File: src/rtl/pc_unit_if.sv
// pc_unit_if: decode-to-PC bus; master = decode/ALU side, slave = pc_unit
interface pc_unit_if #(parameter int WIDTH = 32);
  logic             branch;
  logic             jump;
  logic             branch_taken;
  logic [6:0]       opcode;
  logic [WIDTH-1:0] imm;
  logic [WIDTH-1:0] pc;
  logic [WIDTH-1:0] offset;
  logic [WIDTH-1:0] inst_pc;
  logic             halted;
  logic             fault;
  logic [WIDTH-1:0] retired_count;
  modport master (output branch, jump, branch_taken, opcode, imm,
                  input pc, offset, inst_pc, halted, fault, retired_count);
  modport slave  (input branch, jump, branch_taken, opcode, imm,
                  output pc, offset, inst_pc, halted, fault, retired_count);
endinterface

File: src/rtl/pc_unit.sv
// pc_unit: program counter with branch/jump redirect, halt/fault detection, retired count
module pc_unit #(
  parameter int WIDTH = 32,
  parameter int NUM_INST = 19,
  parameter logic [WIDTH-1:0] RESET_PC = '0
) (
  input logic clk,
  input logic rst,
  pc_unit_if.slave bus
);
  typedef enum logic [1:0] {BOOT, RUN, HALT, FAULT} state_t;
  state_t state, state_next;
  logic [WIDTH-1:0] pc, inst_pc, offset, cnt;
  logic redirect, off_bad, pc_bad;
  assign offset   = state == RUN ? inst_pc + bus.imm : '0;
  assign redirect = state == RUN && (bus.jump || (bus.branch && bus.branch_taken));
  assign off_bad  = offset[1:0] != 2'b00 || (offset >> 2) >= WIDTH'(NUM_INST);
  assign pc_bad   = (pc >> 2) >= WIDTH'(NUM_INST);
  always_ff @(posedge clk)
    state <= rst ? BOOT : state_next;
  always_comb
    state_next = state == BOOT ? RUN :
                 state != RUN ? state :
                 bus.opcode == 7'd0 ? HALT :
                 (redirect ? off_bad : pc_bad) ? FAULT : RUN;
  always_comb begin
    bus.halted        = state == HALT;
    bus.fault         = state == FAULT;
    bus.pc            = pc;
    bus.inst_pc       = inst_pc;
    bus.offset        = offset;
    bus.retired_count = cnt;
  end
  always_ff @(posedge clk) begin
    if (rst) begin
      pc      <= RESET_PC;
      inst_pc <= RESET_PC;
      cnt     <= '0;
    end else begin
      if (state == BOOT) begin
        inst_pc <= RESET_PC;
        pc      <= RESET_PC + WIDTH'(4);
      end else if (state == RUN && state_next == RUN) begin
        inst_pc <= redirect ? offset : pc;
        pc      <= (redirect ? offset : pc) + WIDTH'(4);
      end
      // faulting edges still retire; only the halt NO-OP does not
      if (state == RUN && bus.opcode != 7'd0 && !(&cnt))
        cnt <= cnt + WIDTH'(1);
    end
  end
endmodule

File: src/flat_wrapper.sv
// flat-port wrapper written by rule: the top's interface ports become plain ports
module pc_unit_flat 
#(
  parameter int WIDTH = 32,
  parameter int NUM_INST = 19,
  parameter logic [WIDTH-1:0] RESET_PC = '0
)
  (clk, rst, bus_branch, bus_jump, bus_branch_taken, bus_opcode, bus_imm, bus_pc, bus_offset, bus_inst_pc, bus_halted, bus_fault, bus_retired_count);
  pc_unit_if #(.WIDTH(WIDTH)) bus_i ();
  input logic clk;
  input logic rst;
  input wire logic [$bits(bus_i.branch)-1:0] bus_branch;
  input wire logic [$bits(bus_i.jump)-1:0] bus_jump;
  input wire logic [$bits(bus_i.branch_taken)-1:0] bus_branch_taken;
  input wire logic [$bits(bus_i.opcode)-1:0] bus_opcode;
  input wire logic [$bits(bus_i.imm)-1:0] bus_imm;
  output wire logic [$bits(bus_i.pc)-1:0] bus_pc;
  output wire logic [$bits(bus_i.offset)-1:0] bus_offset;
  output wire logic [$bits(bus_i.inst_pc)-1:0] bus_inst_pc;
  output wire logic [$bits(bus_i.halted)-1:0] bus_halted;
  output wire logic [$bits(bus_i.fault)-1:0] bus_fault;
  output wire logic [$bits(bus_i.retired_count)-1:0] bus_retired_count;
  assign bus_i.branch = bus_branch;
  assign bus_i.jump = bus_jump;
  assign bus_i.branch_taken = bus_branch_taken;
  assign bus_i.opcode = bus_opcode;
  assign bus_i.imm = bus_imm;
  assign bus_pc = bus_i.pc;
  assign bus_offset = bus_i.offset;
  assign bus_inst_pc = bus_i.inst_pc;
  assign bus_halted = bus_i.halted;
  assign bus_fault = bus_i.fault;
  assign bus_retired_count = bus_i.retired_count;
  pc_unit #(.WIDTH(WIDTH), .NUM_INST(NUM_INST), .RESET_PC(RESET_PC)) u_core (.clk(clk), .rst(rst), .bus(bus_i));
endmodule
File: config.mk
export PLATFORM = sky130hd
export DESIGN_NAME = pc_unit_flat
export DESIGN_NICKNAME = d
export VERILOG_FILES = /design/src/rtl/pc_unit_if.sv /design/src/rtl/pc_unit.sv /design/src/flat_wrapper.sv
export SDC_FILE = /design/constraint.sdc
export NUM_CORES = 1
export LEC_CHECK = 0
export ABC_AREA = 1
export CORE_UTILIZATION = 30
export CTS_CLUSTER_SIZE = 24
export DETAILED_ROUTE_END_ITERATION = 8
export GPL_TIMING_DRIVEN = 0
export PLACE_DENSITY = 0.52
export SYNTH_ARGS = -nofsm -noshare
export SYNTH_HDL_FRONTEND = slang
export SYNTH_SLANG_ARGS = --single-unit
File: constraint.sdc
create_clock -name clk -period 3.2 [get_ports clk]
set_clock_uncertainty 0.1 [all_clocks]
set_input_delay 0.8 -clock clk [delete_from_list [all_inputs] [get_ports clk]]
set_output_delay 0.8 -clock clk [all_outputs]
set_load 0.05 [all_outputs]
Word-level counts from Yosys, hierarchy flattened

Cells that the tools add are included.

Register bits after elaboration: 98

Add/subtract/negate cells: 3
$lt $le $gt $ge: 2
Equality and inequality tests: 5
Multiplexer cells: 9
Reduce and logical (&&, ||, !) cells: 15

Operators with widths:

| cell                    | number |
|---|---|
| $mux W32                | 2 |
| $ge A30 B5 Y1 const B   | 2 |
| $add A32 B1 Y32 const B | 1 |
| $add A32 B3 Y32 const B | 1 |
| $add A32 B32 Y32        | 1 |
| $reduce_and A32 Y1      | 1 |
| $mux W2                 | 4 |
| $logic_not A7 Y1        | 1 |
| $reduce_bool A7 Y1      | 1 |
| $mux W3                 | 2 |
| $logic_and A1 B1 Y1     | 5 |
| $eq A2 B1 Y1 const B    | 2 |
| $eq A2 B2 Y1 const B    | 2 |
| $reduce_bool A2 Y1      | 2 |
| $logic_not A2 Y1        | 1 |
| $logic_or A1 B1 Y1      | 2 |
| $ne A2 B1 Y1 const B    | 1 |
| $reduce_or A2 Y1        | 1 |
| $logic_not A1 Y1        | 1 |
| $mux W1                 | 1 |

Logic depth before layout (Yosys ltp)

Gate-level depths: netlist (run 1).

Depth in word-level cells: 13
Depth in mapped cells: 25
Gate-level depth less buffers: 25

Least setup slack after synthesis (run 1)

No wires, ideal clock.

Path kind: in2reg
From: input port bus_imm[0]
To: register u_core.pc[11] (netlist: u_core.bus.pc[11])
Library setup time: 0.066 ns
Arrival time: 3.641 ns
Data required time: 3.034 ns
Slack: -0.607 ns
Cell stages on the path: 23
Path buffers: 1
Cell sequence: ha_1 > inv_1 > fa_1 > inv_1 > nand2_1 > nand2_1 > nand3_1 > nand3_1 > nand2_1 > nor2_1 > nand2_1 > inv_1 > nand2_1 > nor2_1 > nand3b_1 > nand3_1 > nor2_1 > nand2_1 > nand2_4 > nand3_4 > nand2_2 > buf_6 > a21oi_2

Longest elaborated chain between the ends: 11
Elaborated cells on any way between the ends: 14
Classes of those cells: add/sub (2); order compare (1); eq/ne (1); mux (7); reduce/logical (3)

RTL lines:

| what                 | RTL line           | source |
|---|---|---|
| from (decl)          | flat_wrapper.sv:16 | `input wire logic [$bits(bus_i.imm)-1:0] bus_imm;` |
| $add A32 B32 Y32 *   | pc_unit.sv:15      | `assign offset = state == RUN ? inst_pc + bus.imm : '0;` |
| $mux W32 *           | pc_unit.sv:15      |  |
| net bus_offset[6]    | flat_wrapper.sv:18 | `output wire logic [$bits(bus_i.offset)-1:0] bus_offset;` |
| $ge A30 B5 Y1        | pc_unit.sv:17      | `assign off_bad = offset[1:0] != 2'b00 \|\| (offset >> 2) >= WIDTH'(NUM_INST);` |
| $logic_or A1 B1 Y1   | pc_unit.sv:17      |  |
| $mux W1              | pc_unit.sv:25      | `(redirect ? off_bad : pc_bad) ? FAULT : RUN;` |
| $mux W2              | pc_unit.sv:25      |  |
| $mux W2              | pc_unit.sv:24      | `bus.opcode == 7'd0 ? HALT :` |
| $mux W2              | pc_unit.sv:23      | `state != RUN ? state :` |
| $mux W2              | pc_unit.sv:22      | `state_next = state == BOOT ? RUN :` |
| $eq A2 B1 Y1         | pc_unit.sv:43      | `end else if (state == RUN && state_next == RUN) begin` |
| $logic_and A1 B1 Y1  | pc_unit.sv:43      |  |
| to (signal assigned) | pc_unit.sv:42      | `pc <= RESET_PC + WIDTH'(4);` |
| to (signal assigned) | pc_unit.sv:45      | `pc <= (redirect ? offset : pc) + WIDTH'(4);` |
| to (decl)            | pc_unit.sv:13      | `logic [WIDTH-1:0] pc, inst_pc, offset, cnt;` |

Mark *: on every way through the listed nets, which the timed path passes. The rest lies on a longest branch.
A chain may end at the register's enable or synchronous reset.

Worst setup path after layout (run 1)

From: input port bus_imm[0]
To: output port bus_offset[22]

Longest elaborated chain between the ends: 2

RTL lines:

| what             | RTL line |
|---|---|
| $add A32 B32 Y32 | pc_unit.sv:15 |
| $mux W32         | pc_unit.sv:15 |
| to (decl)        | flat_wrapper.sv:18 |

Every way passes these cells.

==> summary.txt, run 1 <==
Finish
  – Layout cells sized above 1: 0.346
  – NumNets Final: around 1500
  – Area grow syn2layout: 70.4%
  – Final instance area: ~11000 um^2
  – Ant. Diodes: 0
  – Non-filler cells, final: 1657

Clock network
  – CTS Buffer Depth: 2
  – Worst-path clk slew: 0.07 ns
  – CTS Buf Count: 9
  – # clock sinks: 96
  – TritonCTS clock tree: done
  – Hold_buf cts: 0
  – H-tree depth: 3
  – Root Buffer: clkbuf_16
  – Clk Latency, worst-skew pair: 0.36 ns

Critical path
  – Setup crit end kind: output pin
  – Arr. time, crit path: between 2 and 3 ns
  – Reg2reg path depth: 23
  – Critical Path Fanout Max: 3
  – Worst setup path category: in -> out
  – Startpoint Class: input port
  – CP required: between 2 and 2.5 ns

STA
  – Pins Over Slew Limit: 0
  – Worst slew margin: 0.379
  – Worst-margin pin slew: roughly 0.9 ns
  – Setup-failing EPs final: 79
  – Endpoints failing hold: 0
  – Post-route minimum period: around 3.5 ns
  – Setup TNS: -12.83 ns
  – RSZ-0062 raised after global routing: true
  – Final Cycle Share: 1.08
  – FMAX: 289 MHz
  – Final worst setup slack: -0.256 ns

Detailed routing
  – Avg Vias per Cell: 4.77
  – Initial DRT Pass Iterations: 5
  – Post-detailed-route count of antenna-violating nets: 0
  – Wirelength, routed: about 26000 um
  – Drt drc: 0
  – DR WL/cell: 15.6 um
  – Vias: roughly 7900
  – DR iter-0 viols: between 400 and 500

Placement
  – Port Buffers: 173
  – Post-detail-place hpwl: approximately 19000 um
  – GP Congestion: about 0.91
  – Area after DPL: around 9000 um^2
  – Place WS: -1.50 ns
  – Inst Count DP: approximately 1600

Flow run
  – Max Cap Violations: 0

Synthesis
  – Syn nets: 1199
  – Sequential area share after synthesis: 0.286
  – Number of flops mapped to enable cells by yosys: 0
  – Synthesized instance count: 1121
  – Adder-Cell Fraction of Synth Area: 0.0644
  – Synth unique cells: between 40 and 50
  – Avg Inst Size Synth: roughly 6 um^2
  – Fraction of the mapped netlist area in compound gates: 0.0889
  – Mux contribution to synthesized area: 0
  – Synth warn: 0
  – Largest family of logic cells by synthesized area: simple AND/OR/NAND/NOR gates
  – FFs w/ async S/R, synth: 0
  – Post-Synth XOR/XNOR Area: 0.0143
  – Main flop type after synthesis: dfxtp_1
  – FF+latch count, synth: 96
  – Post-Syn Area: around 6700 um^2
  – Simple-Gate Fraction of Synth Area: 0.410

Floorplan
  – Core Area: 21900 um^2
  – Chip height: 152 um
  – Io pins: 174
  – Die X: 152 um
  – Initial core utilization: 0.307
  – Die area: approximately 23000 um^2
  – Std-Cell Rows: 54

Worst hold path
  – Worst hold path class: reg -> reg
  – Hold path depth: 2

Run status
  – Failing checks: setup timing
  – Outcome: finished with violations

Power
  – Leakage dissipation: around 5 nW
  – Final Power: 3.87 mW
  – VDD IR max: around 0.24 mV
  – Pwr dens: between 300 and 400 nW/um^2

GRT
  – Total GRT Usage: 0.218
  – First-pass GRT wire length: just under 40000 um
  – Total gr overflow: 0
  – Vias in the first global route: around 7300
  – Largest net degree at the start of global routing: 19
  – Antenna violations before repair: 0
## worst paths after layout
check                   startpoint               end  slack (ns)
setup / recovery        bus_imm[0]    bus_offset[22]       -0.26
hold / removal    u_core.bus.pc[7]  u_core.bus.pc[7]        0.35
setup reg to reg          register          register       -0.19
hold reg to reg   u_core.bus.pc[7]  u_core.bus.pc[7]        0.35
## worst max-delay path, stage by stage
cell and delay (ns):
buf_6 0.07, ha_4 0.12, inv_2 0.04, fa_2 0.38, inv_2 0.11, nand2_2 0.06, nand2_2 0.08, nand3_4 0.11
nand2_4 0.09, nand2_4 0.06, nand2_4 0.09, nand2_2 0.06, nand2_1 0.06, nand2_1 0.06, nand3_2 0.11, clkinvlp_4 0.10
buf_8 0.15
## cells in the final DEF, fill, tap and decap left out, drive strengths merged, types with 2 or more instances in the layout
master         Yosys  final
clkinvlp           0      4
nand4             27     27
o21ai             24     24
xor2               6      6
dfxtp             96     96
clkdlybuf4s50      0    111
clkdlybuf4s15      0      4
nor2             141    141
or2                3      3
nand2            352    352
ha                33     33
buf               12    114
xnor2              5      5
nor3              21     21
nand3b             7      7
nand3             84     85
clkbuf             9     34
dlygate4sd2        0      5
inv              207    206
clkinv             1      3
bufinv             0      2
nor4              11     11
a21oi             68     68
o21a               4      4
## synthesized netlist by cell type (all sizes together) (3+ instances only)
library cell / count / area share
nor4: 11 / 0.010
nand4: 27 / 0.026
nand3: 84 / 0.065
xor2: 6 / 0.0078
or2: 3 / 0.0028
buf: 12 / 0.015
o21ai: 24 / 0.018
dfxtp: 96 / 0.29
nand3b: 7 / 0.0078
nor2: 141 / 0.079
clkbuf: 9 / 0.0050
nand2: 352 / 0.20
a21oi: 68 / 0.058
xnor2: 5 / 0.0065
inv: 207 / 0.12
o21a: 4 / 0.0045
nor3: 21 / 0.017
ha: 33 / 0.061
## sequential cells by signal, indices dropped and copies added, names as in the netlist, named ones only
signal	flops
u_core.bus.pc	30
u_core.bus.retired_count	32
u_core.bus.inst_pc	30
u_core.state	2
## area by class of cell
type / count / area [um^2]
fillers: 2153 / 10400
inverters: 208 / 806
clock inverters: 7 / 111
flip-flops and latches: 96 / 1920
plain buffers: 21 / 163
clock buffers: 9 / 225
well taps: 280 / 350
repair buffers: 239 / 2320
multi-input cells: 797 / 5550
## metrics by stage
| stage | hold WS (ns) | util |
|---|---|---|
| floorplan | 0.532 | - |
| global placement | 0.343 | 0.407 |
| detailed placement | 0.345 | 0.407 |
| CTS | 0.360 | 0.471 |
| global route | 0.371 | 0.523 |
| finish | 0.355 | 0.523 |
## cells by family after synthesis
| kind of cell | Yosys count |
|---|---|
| xor gates and xnor gates | 11 |
| adders and majority gates | 34 |
| and+or+nand+nor | 648 |
| AOI/OAI and AO/OA | 103 |
| buffers and inverters | 229 |
| DFF | 96 |
## report_power, final
part	switching, mW	internal, mW
Sequential	0.0261	1.22
Combinational	0.845	0.515
Clock	0.552	0.706
Total	1.42	2.44
## what timing repair did
action / 4_1_cts / 5_1_grt
hold endpoints to repair: 0 / 0
pin swaps: 58 / 98
gates resized for setup: 431 / 269
gates cloned: 3 / 1
endpoints found under the setup margin: 103 / 102
buffers inserted: 28 / 35
## per-layer routing
metal  global-route usage  vias up  wire [um]
met5                    0        -          0
met4               0.0584        0        537
met3               0.0422       28       1420
met2                0.354      208      12100
met1                0.293     3639      11700
li1                     -     4024          -
Note: power is estimated with default switching activity, not from simulation.
==> run 2: changes to the inputs <==
Settings changed: CTS_CLUSTER_SIZE 24 to not set, HOLD_SLACK_MARGIN set to 0.05, PLACE_DENSITY 0.52 to 0.5.
Clock period 3.2 ns to 3.4 ns, I/O delays scaled along.
==> summary.txt, run 2 (synthesis gave the netlist of run 1 again) <==
Run status
  – Outcome: finished with violations
  – Failing checks: setup timing

STA
  – Hold slack: around 0.36 ns
  – Worst-margin pin slew: ~0.86 ns
  – Post-route minimum period: roughly 3.5 ns
  – Final Cycle Share: 1.04
  – Setup-failing EPs final: 69
  – Final worst setup slack: -0.147 ns
  – RSZ-0062 raised after global routing: true
  – FMAX: approximately 280 MHz
  – Worst slew margin: 0.423
  – Pins Over Slew Limit: 0
  – Endpoints failing hold: 0

Finish
  – Commonest non-fill, non-tap cell in the layout: nand2_1
  – Area grow syn2layout: 56.4%
  – Most frequent cells in the layout: 290 x nand2_1, 186 x inv_1, 111 x clkdlybuf4s50_1, 108 x nor2_1, 96 x dfxtp_1
  – NumNets Final: roughly 1400
  – Non-filler cells, final: approximately 1600
  – Layout Utilization: 0.480
  – Max reg flops: 32
  – Layout cells sized above 1: 0.249

Critical path
  – Top cell by count, worst path: nand2_2
  – Arr. time, crit path: roughly 3.7 ns
  – Crit-path cells: buf_6, ha_4, inv_2, fa_2, inv_2, nand2_2, nand2_2, nand3_4, nand2_2, nand2_2, nand2_4, nand2_1, nand3_1, nand4_1, nor2_2, nand3_1, nor2_2, nand2_2, nand2_4, nand3_4, buf_4, buf_6, nand2_1, nor2_1
  – Startpoint Class: input port
  – Slowest CP cell: fa_2
  – Critical Path Fanout Max: 10
  – Buffer and inverter count on the worst path: 5
  – Setup crit end kind: register
  – Max incr delay on CP: 0.36 ns
  – Top delay family on crit path: simple AND/OR/NAND/NOR gates
  – Worst setup path category: in -> reg
  – CP required: ~3.5 ns

Clock network
  – Root Buffer: clkbuf_16
  – Clk Latency, worst-skew pair: between 0.3 and 0.4 ns
  – # clock sinks: 96
  – CTS Buffer Depth: 2
  – Hold_buf cts: 0
  – Worst-path clk slew: about 0.08 ns
  – H-tree depth: 3
  – CTS Buf Count: 9
  – TritonCTS clock tree: done

GRT
  – Total gr overflow: 0
  – Largest net degree at the start of global routing: 21
  – First-pass GRT wire length: around 37000 um
  – Total GRT Usage: 0.212
  – Antenna violations before repair: 1
  – Vias in the first global route: around 7300

Floorplan
  – Die area: around 23000 um^2
  – Io pins: 174
  – Core Area: roughly 22000 um^2
  – Std-Cell Rows: 54
  – Chip height: between 150 and 200 um
  – Initial core utilization: 0.307
  – Die X: 152 um

Detailed routing
  – Drt drc: 0
  – Post-detailed-route count of antenna-violating nets: 0
  – Wirelength, routed: ~24000 um
  – DR iter-0 viols: 366
  – DR WL/cell: about 15 um
  – Initial DRT Pass Iterations: 7
  – Avg Vias per Cell: approximately 4.7
  – Vias: 7673

Power
  – VDD IR max: 0.239 mV
  – Leakage dissipation: 4.71 nW
  – Pwr dens: around 320 nW/um^2

Placement
  – Port Buffers: 173
  – Post-detail-place hpwl: around 19000 um
  – Inst Count DP: about 1600
  – GP Congestion: 0.916

Worst hold path
  – Worst hold path class: reg -> reg

Flow run
  – Max Cap Violations: 0
-- run 2: cell count changes in the layout (fill, tap and decap cells not counted), sizes merged, moves of 2 or more --
cell | before | now
buf | 114 | 91
clkinv | 3 | 6
clkbuf | 34 | 22
bufinv | 2 | 0
clkinvlp | 4 | 2
dlygate4sd2 | 5 | 14
clkdlybuf4s15 | 4 | 13
-- run 2: final cells by class --
type,count,area (um^2)
fillers,2289,11400
diodes,1,2.50
multi-input cells,797,4890
flip-flops and latches,96,1920
inverters,208,791
plain buffers,21,156
well taps,280,350
clock buffers,9,225
repair buffers,221,2100
clock inverters,7,83.8
-- run 2: stage by stage --
| stage | setup WS [ns] | setup TNS [ns] | instance area [um^2] | total power [mW] |
|---|---|---|---|---|
| finish | -0.147 | -6.38 | 10500 | 3.35 |
| global route | -0.251 | -14.75 | 10500 | 3.53 |
| CTS | -0.175 | -7.24 | 10300 | 3.36 |
| detailed placement | -1.43 | -110.67 | 8880 | 2.15 |
| global placement | -1.41 | -108.68 | 8880 | 2.15 |
| floorplan | 0.0144 | 0 | 6800 | 1.82 |
-- run 2: power by group --
group          switching, mW  internal, mW
sequential            0.0232          1.15
clock                  0.529         0.524
combinational          0.718         0.405
total                   1.27          2.08
-- run 2: worst paths after layout --
kind                                        from                to  slack (ns)  cells after the start
worst max-delay path                  bus_imm[0]  u_core.bus.pc[7]       -0.15                     24
worst min-delay path            u_core.bus.pc[9]  u_core.bus.pc[9]        0.36                      2
worst max register to register          register  u_core.bus.pc[7]       -0.07                     23
worst min register to register  u_core.bus.pc[9]  u_core.bus.pc[9]        0.36                      2
-- run 2: repair_timing --
action                                  4_1_cts  5_1_grt
gates resized for setup                     422       66
pin swaps                                    64       17
buffers inserted                             37        9
endpoints found under the setup margin      100      101
endpoints found under the hold margin         0        0
gates cloned                                  3        0
-- run 2: layer usage --
layer,vias up,global-route usage,routed length (um)
met3,23,0.0431,1170
met5,-,0,0
met1,3486,0.259,10700
li1,3985,-,-
met4,0,0.0619,408
met2,179,0.371,11800
-- run 2: worst register-to-register path, cell delays in order, from the launching register on --
cell and delay (ns):
dfxtp_1 0.44, ha_4 0.18, inv_2 0.04, fa_2 0.36
inv_2 0.10, nand2_2 0.07, nand2_2 0.09, nand3_4 0.09
nand2_2 0.09, nand2_2 0.08, nand2_4 0.11, nand2_1 0.06
nand3_1 0.13, nand4_1 0.17, nor2_2 0.20, nand3_1 0.11
nor2_2 0.16, nand2_2 0.11, nand2_4 0.11, nand3_4 0.11
buf_4 0.21, buf_6 0.14, nand2_1 0.06, nor2_1 0.03
==> run 3: changes to the inputs <==
Settings changed: PLACE_DENSITY 0.5 to 0.52, SKIP_LAST_GASP set to 1.
==> summary.txt, run 3 (synthesis gave the netlist of run 1 again) <==
GRT
  – Total GRT Usage: 0.212
  – Vias in the first global route: ~7200
  – Antenna violations before repair: 0
  – First-pass GRT wire length: 37600 um
  – Total gr overflow: 0
  – Largest net degree at the start of global routing: 22

Critical path
  – Worst setup path category: in -> out
  – Top cell by count, worst path: nand2_2
  – Startpoint Class: input port
  – Top delay family on crit path: simple AND/OR/NAND/NOR gates
  – CP Depth: 17
  – Critical Path Fanout Max: 4
  – Max incr delay on CP: approximately 0.36 ns
  – Slowest CP cell: fa_2
  – Arr. time, crit path: roughly 2.6 ns
  – Setup crit end kind: output pin
  – Crit-path cells: buf_6, ha_4, inv_2, fa_2, inv_2, nand3_2, nand2_4, a21oi_4, inv_2, nand2_2, nand2_2, nand2_2, nand2_2, or2_0, nand3_2, clkinvlp_4, buf_8
  – Buffer and inverter count on the worst path: 6
  – Reg2reg path depth: 22
  – CP required: 2.45 ns

Finish
  – Area grow syn2layout: 57.2%
  – Non-filler cells, final: ~1600
  – Layout cells sized above 1: 0.269
  – NumNets Final: 1425
  – Layout Utilization: 0.483
  – Ant. Diodes: 0
  – Most frequent cells in the layout: 274 x nand2_1, 178 x inv_1, 111 x clkdlybuf4s50_1, 109 x nor2_1, 96 x dfxtp_1
  – Max reg flops: 32
  – Commonest non-fill, non-tap cell in the layout: nand2_1

STA
  – Final worst setup slack: -0.143 ns
  – Pins Over Slew Limit: 0
  – Post-route minimum period: roughly 3.5 ns
  – Worst slew margin: 0.472
  – FMAX: 282 MHz
  – Final Cycle Share: 1.04
  – Setup-failing EPs final: 8
  – RSZ-0062 raised after global routing: true
  – Worst-margin pin slew: between 0.7 and 0.8 ns
  – Endpoints failing hold: 0

Placement
  – GP Congestion: between 0.8 and 0.9
  – Post-detail-place hpwl: 18800 um
  – Port Buffers: 173
  – Place WS: -1.42 ns
  – Inst Count DP: ~1600

Floorplan
  – Core Area: 21900 um^2
  – Io pins: between 150 and 200
  – Chip height: approximately 150 um
  – Die area: 23000 um^2
  – Die X: between 150 and 200 um
  – Initial core utilization: 0.307
  – Std-Cell Rows: 54

Power
  – VDD IR max: roughly 0.22 mV
  – Leakage dissipation: between 4 and 5 nW
  – Pwr dens: ~320 nW/um^2

Detailed routing
  – DR WL/cell: 14.8 um
  – Vias: approximately 7600
  – Avg Vias per Cell: roughly 4.7
  – Wirelength, routed: roughly 24000 um
  – Drt drc: 0
  – Initial DRT Pass Iterations: 7
  – Post-detailed-route count of antenna-violating nets: 0
  – DR iter-0 viols: ~300

Worst hold path
  – Hold path depth: 2
  – Worst hold path class: reg -> reg

Clock network
  – Hold_buf cts: 0
  – Clk Latency, worst-skew pair: between 0.3 and 0.4 ns
  – H-tree depth: 3
  – Root Buffer: clkbuf_16
  – CTS Buf Count: 9
  – Worst-path clk slew: 0.08 ns
  – CTS Buffer Depth: 2
  – TritonCTS clock tree: done
  – # clock sinks: 96

Run status
  – Outcome: finished with violations
  – Failing checks: setup timing

Flow run
  – Max Cap Violations: 0
run 3: changes by cell type in the layout (fill, tap and decap cells not counted), sizes merged:
cell and delta:
clkbuf +4, clkdlybuf4s15 -9, clkinv -3, diode -1, dlygate4sd2 -2, inv +3
run 3: tightest hold or removal path, stage by stage (launching register included):
cell	delay [ns]
dfxtp_1	0.33
nand2_1	0.06
nor2_1	0.03
run 3: stage by stage:
step / instance area [um^2] / power (mW) / TNS [ns] / hold WS (ns)
after floorplan: 6800 / 1.82 / 0 / 0.532
after global placement: 8880 / 2.15 / -101.37 / 0.339
after detailed placement: 8880 / 2.15 / -101.21 / 0.343
after CTS: 10200 / 3.36 / -0.775 / 0.358
after global routing: 10600 / 3.54 / -3.82 / 0.383
final: 10600 / 3.38 / -0.558 / 0.356
run 3: metal layers:
metal  wire (um)  up-vias  GRT usage  part of all wire
li1            -     3969          -                 -
met1       11100     3512      0.278              0.46
met2       11800      146      0.368              0.49
met3         868       22     0.0284             0.036
met4         303        0     0.0460             0.013
met5           0        -          0                 0
run 3: path summary, 6_finish.rpt:
| check | to | slack [ns] | startpoint |
|---|---|---|---|
| min reg2reg | u_core.bus.pc[26] | 0.36 | u_core.bus.pc[26] |
| max | bus_offset[24] | -0.14 | bus_imm[0] |
| max reg2reg | register | 0.12 | register |
| min | u_core.bus.pc[26] | 0.36 | u_core.bus.pc[26] |
run 3: final cells by class:
class / instances / area (um^2)
Sequential cell: 96 / 1920
Clock inverter: 7 / 88.8
Multi-Input combinational cell: 797 / 5060
Buffer: 21 / 141
Inverter: 208 / 791
Timing Repair Buffer: 214 / 1990
Tap cell: 280 / 350
Clock buffer: 9 / 225
Fill cell: 2268 / 11300
run 3: repair_timing:
item                                    4_1_cts  5_1_grt
setup buffers                                29       12
endpoints found under the hold margin         0        0
pin swaps                                    71       55
gates cloned                                  2        0
gates resized for setup                     413      130
endpoints found under the setup margin      100      102
run 3: report_power, final:
group	leakage (nW)	internal, mW	switching [mW]
registers	0.775	1.15	0.0242
logic	3.78	0.379	0.726
clock network	0.153	0.536	0.561
total	4.71	2.06	1.31
